$ cat src/rtl/fetch_stage.sv
// ---------------------------------------------------------------------------
// fetch_stage
//   Instruction fetch for the reduced RISC-V core. Owns the program counter,
//   issues word reads over a req/ack handshake, and hands one instruction at
//   a time (with its PC) to decode. A one-entry skid buffer absorbs a decode
//   stall that arrives while a read is completing. A taken branch redirects
//   the PC to branch_pc + ImmOp (word aligned).
//
// Ports
//   clk, rst_n          clock, asynchronous active-low reset
//   imem_req/imem_addr  read request and word address to instruction memory
//   imem_ack/imem_rdata read completion and returned instruction word
//   instr/instr_pc      instruction presented to decode and its address
//   instr_valid         instr/instr_pc hold a live instruction
//   stall               decode cannot accept this cycle
//   PCsrc               taken-branch redirect
//   branch_pc/ImmOp     branch PC and sign-extended byte offset
// ---------------------------------------------------------------------------
module fetch_stage #(
   parameter int                    DATA_WIDTH = 32,
   parameter int                    ADDR_WIDTH = 32,
   parameter logic [ADDR_WIDTH-1:0] RESET_PC   = '0
) (
   input  logic                  clk,
   input  logic                  rst_n,
   output logic                  imem_req,
   output logic [ADDR_WIDTH-1:0] imem_addr,
   input  logic                  imem_ack,
   input  logic [DATA_WIDTH-1:0] imem_rdata,
   output logic [DATA_WIDTH-1:0] instr,
   output logic [ADDR_WIDTH-1:0] instr_pc,
   output logic                  instr_valid,
   input  logic                  stall,
   input  logic                  PCsrc,
   input  logic [ADDR_WIDTH-1:0] branch_pc,
   input  logic [DATA_WIDTH-1:0] ImmOp
);

   localparam logic [DATA_WIDTH-1:0] NOP = DATA_WIDTH'(32'h0000_0013);

   // FULL doubles as "skid buffer occupied"; no separate flag is kept.
   typedef enum logic [1:0] {ST_IDLE, ST_FETCH, ST_FULL, ST_DRAIN} state_t;

   state_t                r_state;
   state_t                w_next_state;
   logic [ADDR_WIDTH-1:0] r_pc;
   logic [ADDR_WIDTH-1:0] r_drain_addr;   // address of the request abandoned by a redirect
   logic [DATA_WIDTH-1:0] r_instr;
   logic [ADDR_WIDTH-1:0] r_instr_pc;
   logic                  r_instr_valid;
   logic [DATA_WIDTH-1:0] r_skid;
   logic [ADDR_WIDTH-1:0] r_skid_pc;

   logic                  w_req;
   logic [ADDR_WIDTH-1:0] w_addr;
   logic                  w_consume;
   logic                  w_slot_free;
   logic [ADDR_WIDTH-1:0] w_imm;
   logic [ADDR_WIDTH-1:0] w_target;

   assign w_consume   = r_instr_valid && !stall;
   assign w_slot_free = !r_instr_valid || w_consume;

   // ImmOp is already sign-extended; the signed cast keeps that when the
   // widths differ. Bits [1:0] are cleared to keep the target word aligned.
   assign w_imm    = ADDR_WIDTH'($signed(ImmOp));
   assign w_target = (branch_pc + w_imm) & ~ADDR_WIDTH'(3);

   // -------------------------------------------------------------------------
   // State register
   // -------------------------------------------------------------------------
   // NOTE: sequential blocks use non-blocking (<=) so every flop samples the
   // pre-edge values; blocking (=) here would create order-dependent races.
   always_ff @(posedge clk or negedge rst_n) begin
      if (!rst_n) r_state <= ST_IDLE;
      else        r_state <= w_next_state;
   end

   // -------------------------------------------------------------------------
   // Next state and memory-side outputs
   // -------------------------------------------------------------------------
   // NOTE: every variable gets a default before the case so no path leaves it
   // unassigned; a missing default would infer a latch.
   always_comb begin
      w_next_state = r_state;
      w_req        = 1'b0;
      w_addr       = r_pc;
      case (r_state)
         ST_IDLE:  w_next_state = ST_FETCH;
         ST_FETCH: begin
            w_req = 1'b1;
            if (imem_ack) w_next_state = w_slot_free ? ST_FETCH : ST_FULL;
         end
         ST_FULL:  if (w_consume) w_next_state = ST_FETCH;
         ST_DRAIN: begin
            // Requests are never cancelled: hold the old address until acked.
            w_req  = 1'b1;
            w_addr = r_drain_addr;
            if (imem_ack) w_next_state = ST_FETCH;
         end
         default:  w_next_state = ST_IDLE;
      endcase
      // Redirect overrides; an un-acked request must still be drained.
      if (PCsrc) begin
         w_next_state = ((r_state == ST_FETCH || r_state == ST_DRAIN) && !imem_ack)
                        ? ST_DRAIN : ST_FETCH;
      end
   end

   assign imem_req  = w_req;
   assign imem_addr = w_addr;

   // -------------------------------------------------------------------------
   // PC and output slot
   // -------------------------------------------------------------------------
   always_ff @(posedge clk or negedge rst_n) begin
      if (!rst_n) begin
         r_pc          <= RESET_PC;
         r_drain_addr  <= RESET_PC;
         r_instr       <= NOP;
         r_instr_pc    <= '0;
         r_instr_valid <= 1'b0;
      end else if (PCsrc) begin
         // Any word acked this cycle is dropped along with the slot and skid.
         r_pc          <= w_target;
         r_instr_valid <= 1'b0;
         if (r_state == ST_FETCH) r_drain_addr <= r_pc;
      end else begin
         if (w_consume) r_instr_valid <= 1'b0;
         case (r_state)
            ST_FETCH: begin
               if (imem_ack) begin
                  r_pc <= r_pc + ADDR_WIDTH'(4);
                  if (w_slot_free) begin
                     r_instr       <= imem_rdata;
                     r_instr_pc    <= r_pc;
                     r_instr_valid <= 1'b1;
                  end
               end
            end
            ST_FULL: begin
               if (w_consume) begin
                  r_instr       <= r_skid;
                  r_instr_pc    <= r_skid_pc;
                  r_instr_valid <= 1'b1;
               end
            end
            default: ;
         endcase
      end
   end

   // -------------------------------------------------------------------------
   // Skid buffer payload
   // -------------------------------------------------------------------------
   // NOTE: the payload is left without reset; it is only read in FULL, and
   // FULL is only entered on the same edge that writes it.
   always_ff @(posedge clk) begin
      if (r_state == ST_FETCH && imem_ack && !w_slot_free && !PCsrc) begin
         r_skid    <= imem_rdata;
         r_skid_pc <= r_pc;
      end
   end

   assign instr       = r_instr;
   assign instr_pc    = r_instr_pc;
   assign instr_valid = r_instr_valid;

endmodule

$ cat config.mk
export PLATFORM = sky130hd
export DESIGN_NAME = fetch_stage
export DESIGN_NICKNAME = d
export VERILOG_FILES = /design/src/rtl/fetch_stage.sv
export SDC_FILE = /design/constraint.sdc
export NUM_CORES = 1
export LEC_CHECK = 0
export BUFFER_PORTS_ARGS = -buffer_cell sky130_fd_sc_hd__buf_2
export CAP_MARGIN = 15
export CELL_PAD_IN_SITES_DETAIL_PLACEMENT = 1
export CELL_PAD_IN_SITES_GLOBAL_PLACEMENT = 2
export CORE_MARGIN = 1
export CORE_UTILIZATION = 30
export DETAILED_ROUTE_END_ITERATION = 8
export PLACE_DENSITY_LB_ADDON = 0.1
export SLEW_MARGIN = 0
export SYNTH_ARGS = -nofsm -noshare
export SYNTH_HDL_FRONTEND = slang
export SYNTH_SLANG_ARGS = --single-unit
$ cat constraint.sdc
create_clock -name clk -period 5.5 [get_ports clk]
set_clock_uncertainty 0.2 [all_clocks]
set_input_delay 0.55 -clock clk [delete_from_list [all_inputs] [get_ports clk]]
set_output_delay 0.55 -clock clk [all_outputs]
set_load 0.01 [all_outputs]
Word level (Yosys, flattened, before mapping)
Cells that the tools add are included.
{"block": "word_totals", "register_bits": 195, "latch_bits": 0, "ram_bits": 0, "romBits": 0, "in_bits": 101, "out_inout_bits": 98, "wordCells": 67, "mem_count": 0}
{"block": "op_classes", "n_addsub": 2, "mul": 0, "div_mod_pow": 0, "order_cmp": 0, "eq_ne": 9, "n_shift": 0, "muxes": 26, "bitwise": 1, "n_reduce_logical": 21}
{"operator": "$mux W32", "count": 10}
{"operator": "$pmux W32 S2", "count": 2}
{"operator": "$add A32 B3 Y32 const B", "count": 1}
{"operator": "$add A32 B32 Y32", "count": 1}
{"operator": "$mux W2", "count": 6}
{"operator": "$ne A3 B3 Y1 const B", "count": 3}
{"operator": "$pmux W2 S4", "count": 1}
{"operator": "$mux W1", "count": 6}
{"operator": "$ne A2 B2 Y1 const B", "count": 3}
{"operator": "$reduce_bool A2 Y1", "count": 3}
{"operator": "$logic_and A1 B1 Y1", "count": 5}
{"operator": "$logic_not A1 Y1", "count": 5}
{"operator": "$reduce_and A5 Y1", "count": 1}
{"operator": "$eq A2 B2 Y1 const B", "count": 2}
{"operator": "$reduce_and A2 Y1", "count": 2}
{"operator": "$reduce_and A3 Y1", "count": 1}
{"operator": "$eq A2 B1 Y1 const B", "count": 1}
{"operator": "$logic_not A2 Y1", "count": 1}
{"operator": "$logic_or A1 B1 Y1", "count": 2}
{"operator": "$pmux W1 S2", "count": 1}
{"operator": "$reduce_or A2 Y1", "count": 1}
{"operator": "$not A1 Y1", "count": 1}

Depth between registers and ports, before layout
Gate-level depths: netlist of run 1.
{"block": "logic_depth", "depth_word": 7, "mapped_depth": 10, "ltp_nobuf": 9}

Worst setup path after synthesis of run 1
No wires, ideal clock.
{"block": "synth_path", "kind": "input port to flip-flop", "from": "input port PCsrc", "to": "register r_skid[0] (enable)", "setup_ns": 0.558, "t_arrival_ns": 5.405, "required_ns": 4.742, "slack_ns": -0.663, "stages": 4, "path_buffers": 3, "cell_sequence": "clkbuf_1 > clkbuf_1 > buf_1 > nor3_1"}
{"block": "synth_via", "elab_chain_cells": 2}
{"item": "from (decl)", "line_no": "34", "rtl": "input logic PCsrc,"}
{"item": "$logic_not A1 Y1", "line_no": "159", "rtl": "if (r_state == ST_FETCH && imem_ack && !w_slot_free && !PCsrc) begin"}
{"item": "$logic_and A1 B1 Y1", "line_no": "159"}
{"item": "to (signal assigned)", "line_no": "160", "rtl": "r_skid <= imem_rdata;"}
{"item": "to (decl)", "line_no": "51", "rtl": "logic [DATA_WIDTH-1:0] r_skid;"}
No other way between the ends.
A chain may end at the register's enable or synchronous reset.

Worst setup path after layout of run 1
{"block": "layout_path", "from": "register r_state[0]", "to": "register r_instr[19] (netlist: instr[19])"}
{"block": "layout_via", "elab_chain_cells": 3, "elab_cells_between_ends": 8, "classes_between": "eq/ne: 5; mux: 1; reduce/logical: 2"}
{"item": "from (decl)", "line_no": "44", "rtl": "state_t r_state;"}
{"item": "from (signal assigned)", "line_no": "76", "rtl": "else r_state <= w_next_state;"}
{"item": "$eq A2 B1 Y1 / $eq A2 B2 Y1 (equally long branches)", "line_no": "130", "rtl": "case (r_state)"}
{"item": "$ne A2 B2 Y1 (no line) / $reduce_bool A2 Y1 (equally long branches)"}
{"item": "$reduce_and A5 Y1 (no line)"}
{"item": "to (signal assigned)", "line_no": "135", "rtl": "r_instr <= imem_rdata;"}
{"item": "to (signal assigned)", "line_no": "143", "rtl": "r_instr <= r_skid;"}
{"item": "to (decl)", "line_no": "48", "rtl": "logic [DATA_WIDTH-1:0] r_instr;"}
Several ways; a longest one is shown, not always the timed one.

==> impl_metrics.ini, run 1 <==
[critical_path]
r2r_start = r_state[0]$_DFFE_PN0P_
cp.required_ns = 5.66
rrSetupSlack_ns = 2.27
crit_type = flop to flop
end_kind = flop
ff2ff_path_depth = 8
worstPathArrival_ns = 3.39
worstReg2RegEnd = instr[19]$_DFFE_PN0P_
crit_fanout = 74
cp-start-kind = flop

[global_route]
grt_pass1_vias = 7700
grt_overflow_total = 0
grt_antenna_before_repair = 0
grt_pass1_wl_microns = 43200
grtUsageTotal_pct = 16.5
grt_max_degree = 95

[clock_tree]
cts-htree-levels = 4
cts_buffers = 17
cts_tree = yes
cts-root-buf = clkbuf_16
cts_buffer_depth = 2
cts_setup_buffers = 0
cts_hold_buf = 0
cts.repair.resized = 0
cts_num_sinks = 187
clk_pin_slew_ns = 0.07
clock_latency_ns = 0.44

[synthesis]
syn_area_per_cell_sq_um = 10.9
ys_warn_count = 0
synth_seq_cells = 187
ys.flop_type = dfrtp_1
synth_cells = 911
yosysUniqueCellTypes = 71
synth-edff-count = 62
synth-seq-area-share_pct = 50.3
async_reset_ff_share_pct = 66.8
synth_area_sq_um = 9920

[floorplan]
dieArea_sq_um = 33800
core_sq_um = 32500
io_pins = 199
die_h_microns = 184
fp.dieW_microns = 184
row_count = 66
initial_utilization_pct = 30.5

[power]
peakVddDrop_mv = 0.208
pwr-share-comb_pct = 28.0
power.share.clock_pct = 28.0
leakagePower_nw = 4.73
power_switching_w = 0.00150
seqPwrFrac_pct = 44.1
intPower_w = 0.00302
p_per_area_nw_per_um2 = 381
p_sw_share_pct = 33.2

[final_layout]
fillCellCount = 3771
diodes = 0
synthToLayoutAreaGrowth_pct = 19.8
final_area_sq_um = 11900
drive_gt1_share_pct = 29.3
layout_common_cells = buf_2, dfrtp_1, a21oi_1
fin_nets = 1215
ff_latch_area_sq_um = 4990
final_common_cell = buf_2
multi_input_area_sq_um = 4650
final_core_util_pct = 36.5

[sta]
hold_ws_ns = 0.0227
fin_crit_ns = 3.23
worst-slew-pin-transition_ns = 0.939
hold_viol = 0
slew_headroom_pct = 37.4
grt_setup_unrepaired = no
maxSlewViolCount = 0
fmax_ghz = 0.309
setup_viol = 0
fin_setup_tns_ns = 0
fin_crit_sh_pct = 58.8

[placement]
io_buffer_count = 194
hpwlAfterDp_microns = 19700
placed_cell_area_sq_um = 11300
gp_congestion = 0.766

[detailed_routing]
finalWirelength_microns = 27300
drt-vias-per-instance = 4.84
drtIter0Drc = 336
ant_nets = 0
firstDrtPassIters = 4
avgRoutedWirePerCell_microns = 17.8
vias = 7423
drcViolationCount = 0

[worst_hold_path]
hold_class = input port to asynchronous set/reset pin

[status]
status = finished, final reports clean

[run]
drv_cap = 0
flip-flops by register name, summed over array words and instances, names as in the netlist:
register      count
r_state           2
r_drain_addr     30
instr            32
instr_pc         30
instr_valid       1
r_pc             30
r_skid           32
r_skid_pc        30
cells in the mapped netlist, types with 3 or more instances:
cell | instances | area share, %
nand3_1 | 24 | 1.2
xnor2_1 | 27 | 2.4
xor2_1 | 21 | 1.9
nand2b_1 | 5 | 0.32
and4_1 | 5 | 0.44
or3_1 | 3 | 0.19
o21ai_1 | 4 | 0.20
edfxtp_1 | 62 | 19
mux2i_1 | 63 | 6.4
a21o_1 | 16 | 1.2
clkbuf_1 | 25 | 0.95
ha_1 | 34 | 4.3
buf_1 | 5 | 0.19
buf_2 | 17 | 0.86
and2_1 | 4 | 0.25
dfstp_2 | 3 | 0.79
nor3_1 | 13 | 0.66
a31oi_1 | 6 | 0.38
nor3_2 | 5 | 0.50
dfrtp_1 | 122 | 31
a21oi_2 | 3 | 0.26
inv_1 | 16 | 0.61
buf_4 | 6 | 0.45
nand4_2 | 3 | 0.38
nor2_1 | 94 | 3.6
a211oi_1 | 6 | 0.45
and3_1 | 6 | 0.38
o22ai_1 | 5 | 0.32
mux2_2 | 54 | 6.1
a211oi_2 | 3 | 0.38
o21ai_0 | 40 | 2.0
nand4_1 | 7 | 0.44
nand2_1 | 54 | 2.0
a21oi_1 | 102 | 5.1
how the worst max path moves through the flow:
stage                           startpoint                        to  slack [ns]  depth (start not counted)
finish              r_state[0]$_DFFE_PN0P_     instr[19]$_DFFE_PN0P_        2.27                          8
global route        r_state[0]$_DFFE_PN0P_  instr_pc[30]$_DFFE_PN0P_        2.02                          8
global placement    r_state[0]$_DFFE_PN0P_      instr[0]$_DFFE_PN1P_        2.33                          8
detailed placement  r_state[0]$_DFFE_PN0P_     instr[19]$_DFFE_PN0P_        2.25                          8
CTS                 r_state[0]$_DFFE_PN0P_     instr[19]$_DFFE_PN0P_        2.23                          8
floorplan                            PCsrc       r_skid[0]$_DFFE_PP_        1.23                          4
per-layer routing:
metal | GRT usage (%) | wire length [microns] | vias up
li1 | - | - | 3621
met1 | 22.8 | 13400 | 3607
met2 | 26.1 | 12300 | 172
met3 | 3.03 | 1210 | 23
met4 | 4.77 | 349 | 0
met5 | 0 | 0 | -
power by group through the flow:
stage,Clock [W],Combinational [W],Sequential (W)
floorplan,0,0.000731,0.00202
global placement,0,0.00128,0.00202
detailed placement,0,0.00129,0.00203
CTS,0.00131,0.00130,0.00200
global route,0.00136,0.00141,0.00204
finish,0.00127,0.00127,0.00200
critical path, cell delays in order (launching register included):
cell and delay (ns):
dfrtp_1 0.42, inv_1 0.10, ha_4 0.32, and2_1 0.29, a2111oi_4 0.33, buf_4 0.49
buf_4 0.68, nor2_1 0.10, a21oi_1 0.14
logic make-up (layout without fill, tap and decap cells):
kind of cell / after synthesis / count (layout) / synth area share, %
AOI/OAI and AO/OA: 213 / 213 / 13.2
and+or+nand+nor: 240 / 240 / 12.2
adders and majority gates: 34 / 34 / 4.29
muxes: 117 / 117 / 12.5
other: 1 / 4 / 0.0378
DFF: 187 / 187 / 50.3
buffers and inverters: 71 / 250 / 3.20
xor gates and xnor gates: 48 / 48 / 4.24
stage by stage:
stage	worst slack, ns	power (W)	std cells
3_5_place_dp	2.25	0.00332	1503
6_report	2.27	0.00453	1535
5_1_grt	2.02	0.00482	1535
2_1_floorplan	1.23	0.00275	914
3_3_place_gp	2.33	0.00330	1503
4_1_cts	2.23	0.00461	1535
layout make-up:
| class | instances | share of cell area, % |
|---|---|---|
| clock buffer | 20 | 3.94 |
| clock inverter | 12 | 1.10 |
| inverter | 17 | 0.537 |
| multi-input combinational | 656 | 39.1 |
| sequential | 187 | 42.0 |
| tap | 442 | 4.65 |
| timing repair buffer | 201 | 8.66 |
Note: power is estimated with default switching activity, not from simulation.
==> run 2, diff against run 1 <==
==> constraint.sdc (replaced) <==
create_clock -name clk -period 2.8 [get_ports clk]
set_clock_uncertainty 0.2 [all_clocks]
set_input_delay 0.28 -clock clk [delete_from_list [all_inputs] [get_ports clk]]
set_output_delay 0.28 -clock clk [all_outputs]
set_load 0.01 [all_outputs]
==> run 2 against run 1 <==
  * Sequential share of layout area down 2.0 points
  * Total power grew 96%
  * Die area stayed put
  * Wire length rose by 2.4%
  * Design area rose by 5.1%
  * Critical path depth shrank 4
  * Via count increased by 2.3%
  * Worst setup slack got worse by 2.0 ns
  * Register-to-register slack got worse by 1.9 ns
  * Flip-flop and latch count unchanged
  * Clock power up 83%
  * Largest cell class unchanged
==> impl_metrics.ini, run 2 (same netlist as run 1, synthesis figures left out) <==
[placement]
io_buffer_count = 194
gp_congestion = 0.745
hpwlAfterDp_microns = 20100
place_ws_ns = 0.121

[power]
power.share.clock_pct = 26.1
intPower_w = 0.00583
seqPwrFrac_pct = 43.4
p_per_area_nw_per_um2 = 711
leakagePower_nw = 5.00
peakVddDrop_mv = 0.331
pwr-share-comb_pct = 30.5
power_switching_w = 0.00306
p_sw_share_pct = 34.4

[worst_hold_path]
hold_class = input port to flop

[clock_tree]
cts_buffers = 17
clock_latency_ns = 0.43
clk_pin_slew_ns = 0.08
cts-htree-levels = 4
cts_tree = yes
cts_num_sinks = 187
cts_buffer_depth = 2
cts-root-buf = clkbuf_16

[floorplan]
fp.dieW_microns = 184
io_pins = 199
dieArea_sq_um = 33800
row_count = 66
die_h_microns = 184
initial_utilization_pct = 30.5
core_sq_um = 32500

[final_layout]
layout_common_cells = buf_2, dfrtp_1, a21oi_1
synthToLayoutAreaGrowth_pct = 25.9
final_common_cell = buf_2
drive_gt1_share_pct = 30.2
diodes = 0
fin_nets = 1277
multi_input_area_sq_um = 4670
ff_latch_area_sq_um = 4990
final_core_util_pct = 38.4
fillCellCount = 3704

[critical_path]
cp-start-kind = flop
end_kind = output pin
worstPathArrival_ns = 2.07
crit_buf_inv = 2
cp.required_ns = 2.32
crit_type = flop to output pin
crit_chain = ha_4, buf_12, mux2_2, buf_2
critPathSlowestCell = dfrtp_1
path_delay_family = flip-flops
crit_fanout = 22
max_stage_delay_ns = 0.47

[detailed_routing]
drt-vias-per-instance = 4.75
avgRoutedWirePerCell_microns = 17.5
finalWirelength_microns = 28000
ant_nets = 0
drtIter0Drc = 310
drcViolationCount = 0
firstDrtPassIters = 4
vias = 7593

[run]
drv_cap = 0

[global_route]
grt_max_degree = 125
grtUsageTotal_pct = 16.9
grt_pass1_wl_microns = 44200
grt_antenna_before_repair = 0
grt_overflow_total = 0
grt_pass1_vias = 7836

[sta]
maxSlewViolCount = 0
fin_crit_sh_pct = 91.2
fmax_ghz = 0.392
fin_ws_ns = 0.246
worst-slew-pin-transition_ns = 0.597
slew_headroom_pct = 60.2
setup_viol = 0
hold_viol = 0
grt_setup_unrepaired = no
fin_crit_ns = 2.55

[status]
status = finished, final reports clean
[run 2: stage by stage]
stage                     setup TNS, ns  total power [W]  std cells  cell area (sq um)  hold slack (ns)
after floorplan                   -9.00          0.00541        914               9960           -0.216
after global placement                0          0.00659       1532              11600            0.103
after detailed placement              0          0.00663       1532              11600            0.103
after CTS                             0          0.00903       1597              12500           0.0678
after global routing                  0          0.00946       1597              12500           0.0886
final                                 0          0.00889       1597              12500           0.0858
[run 2: power groups by stage]
| stage | Sequential (W) | Combinational (W) | Clock, W |
|---|---|---|---|
| 2_1_floorplan | 0.00397 | 0.00144 | 0 |
| 4_1_cts | 0.00387 | 0.00276 | 0.00240 |
| 3_5_place_dp | 0.00392 | 0.00271 | 0 |
| 5_1_grt | 0.00394 | 0.00301 | 0.00250 |
| 6_report | 0.00386 | 0.00271 | 0.00232 |
| 3_3_place_gp | 0.00390 | 0.00269 | 0 |
[run 2: final cells by class]
class | count | share of cell area [%]
Timing Repair Buffer | 263 | 13.2
Multi-Input combinational cell | 656 | 37.4
Sequential cell | 187 | 40.0
Tap cell | 442 | 4.43
Inverter | 17 | 0.511
Clock buffer | 18 | 3.44
Clock inverter | 14 | 1.05
[run 2: final timing paths]
path / from / end / slack [ns] / cells after the start
min reg2reg: r_drain_addr[21]$_DFFE_PN0P_ / r_drain_addr[21]$_DFFE_PN0P_ / 0.29 / 2
min: PCsrc / instr_valid$_DFF_PN0_ / 0.09 / 2
max in group asynchronous: rst_n / instr[0]$_DFFE_PN1P_ / 1.50 / 3
max: r_state[0]$_DFFE_PN0P_ / imem_addr[19] / 0.25 / 4
min in group asynchronous: rst_n / instr[8]$_DFFE_PN0P_ / 0.20 / 2
max reg2reg: r_state[1]$_DFFE_PN0P_ / instr[0]$_DFFE_PN1P_ / 0.35 / 7
[run 2: what timing repair did]
action,CTS,global route
hold buffers,33,0
buffers inserted,0,0
hold endpoints to repair,116,0
endpoints found under the setup margin,7,0
gates resized for setup,1,0
[run 2: layer usage]
layer	GRT usage [%]	part of all wire [%]	vias up
li1	-	-	3761
met1	23.8	50	3665
met2	27.2	45	151
met3	2.44	3.3	16
met4	3.70	0.86	0
met5	0	0	-
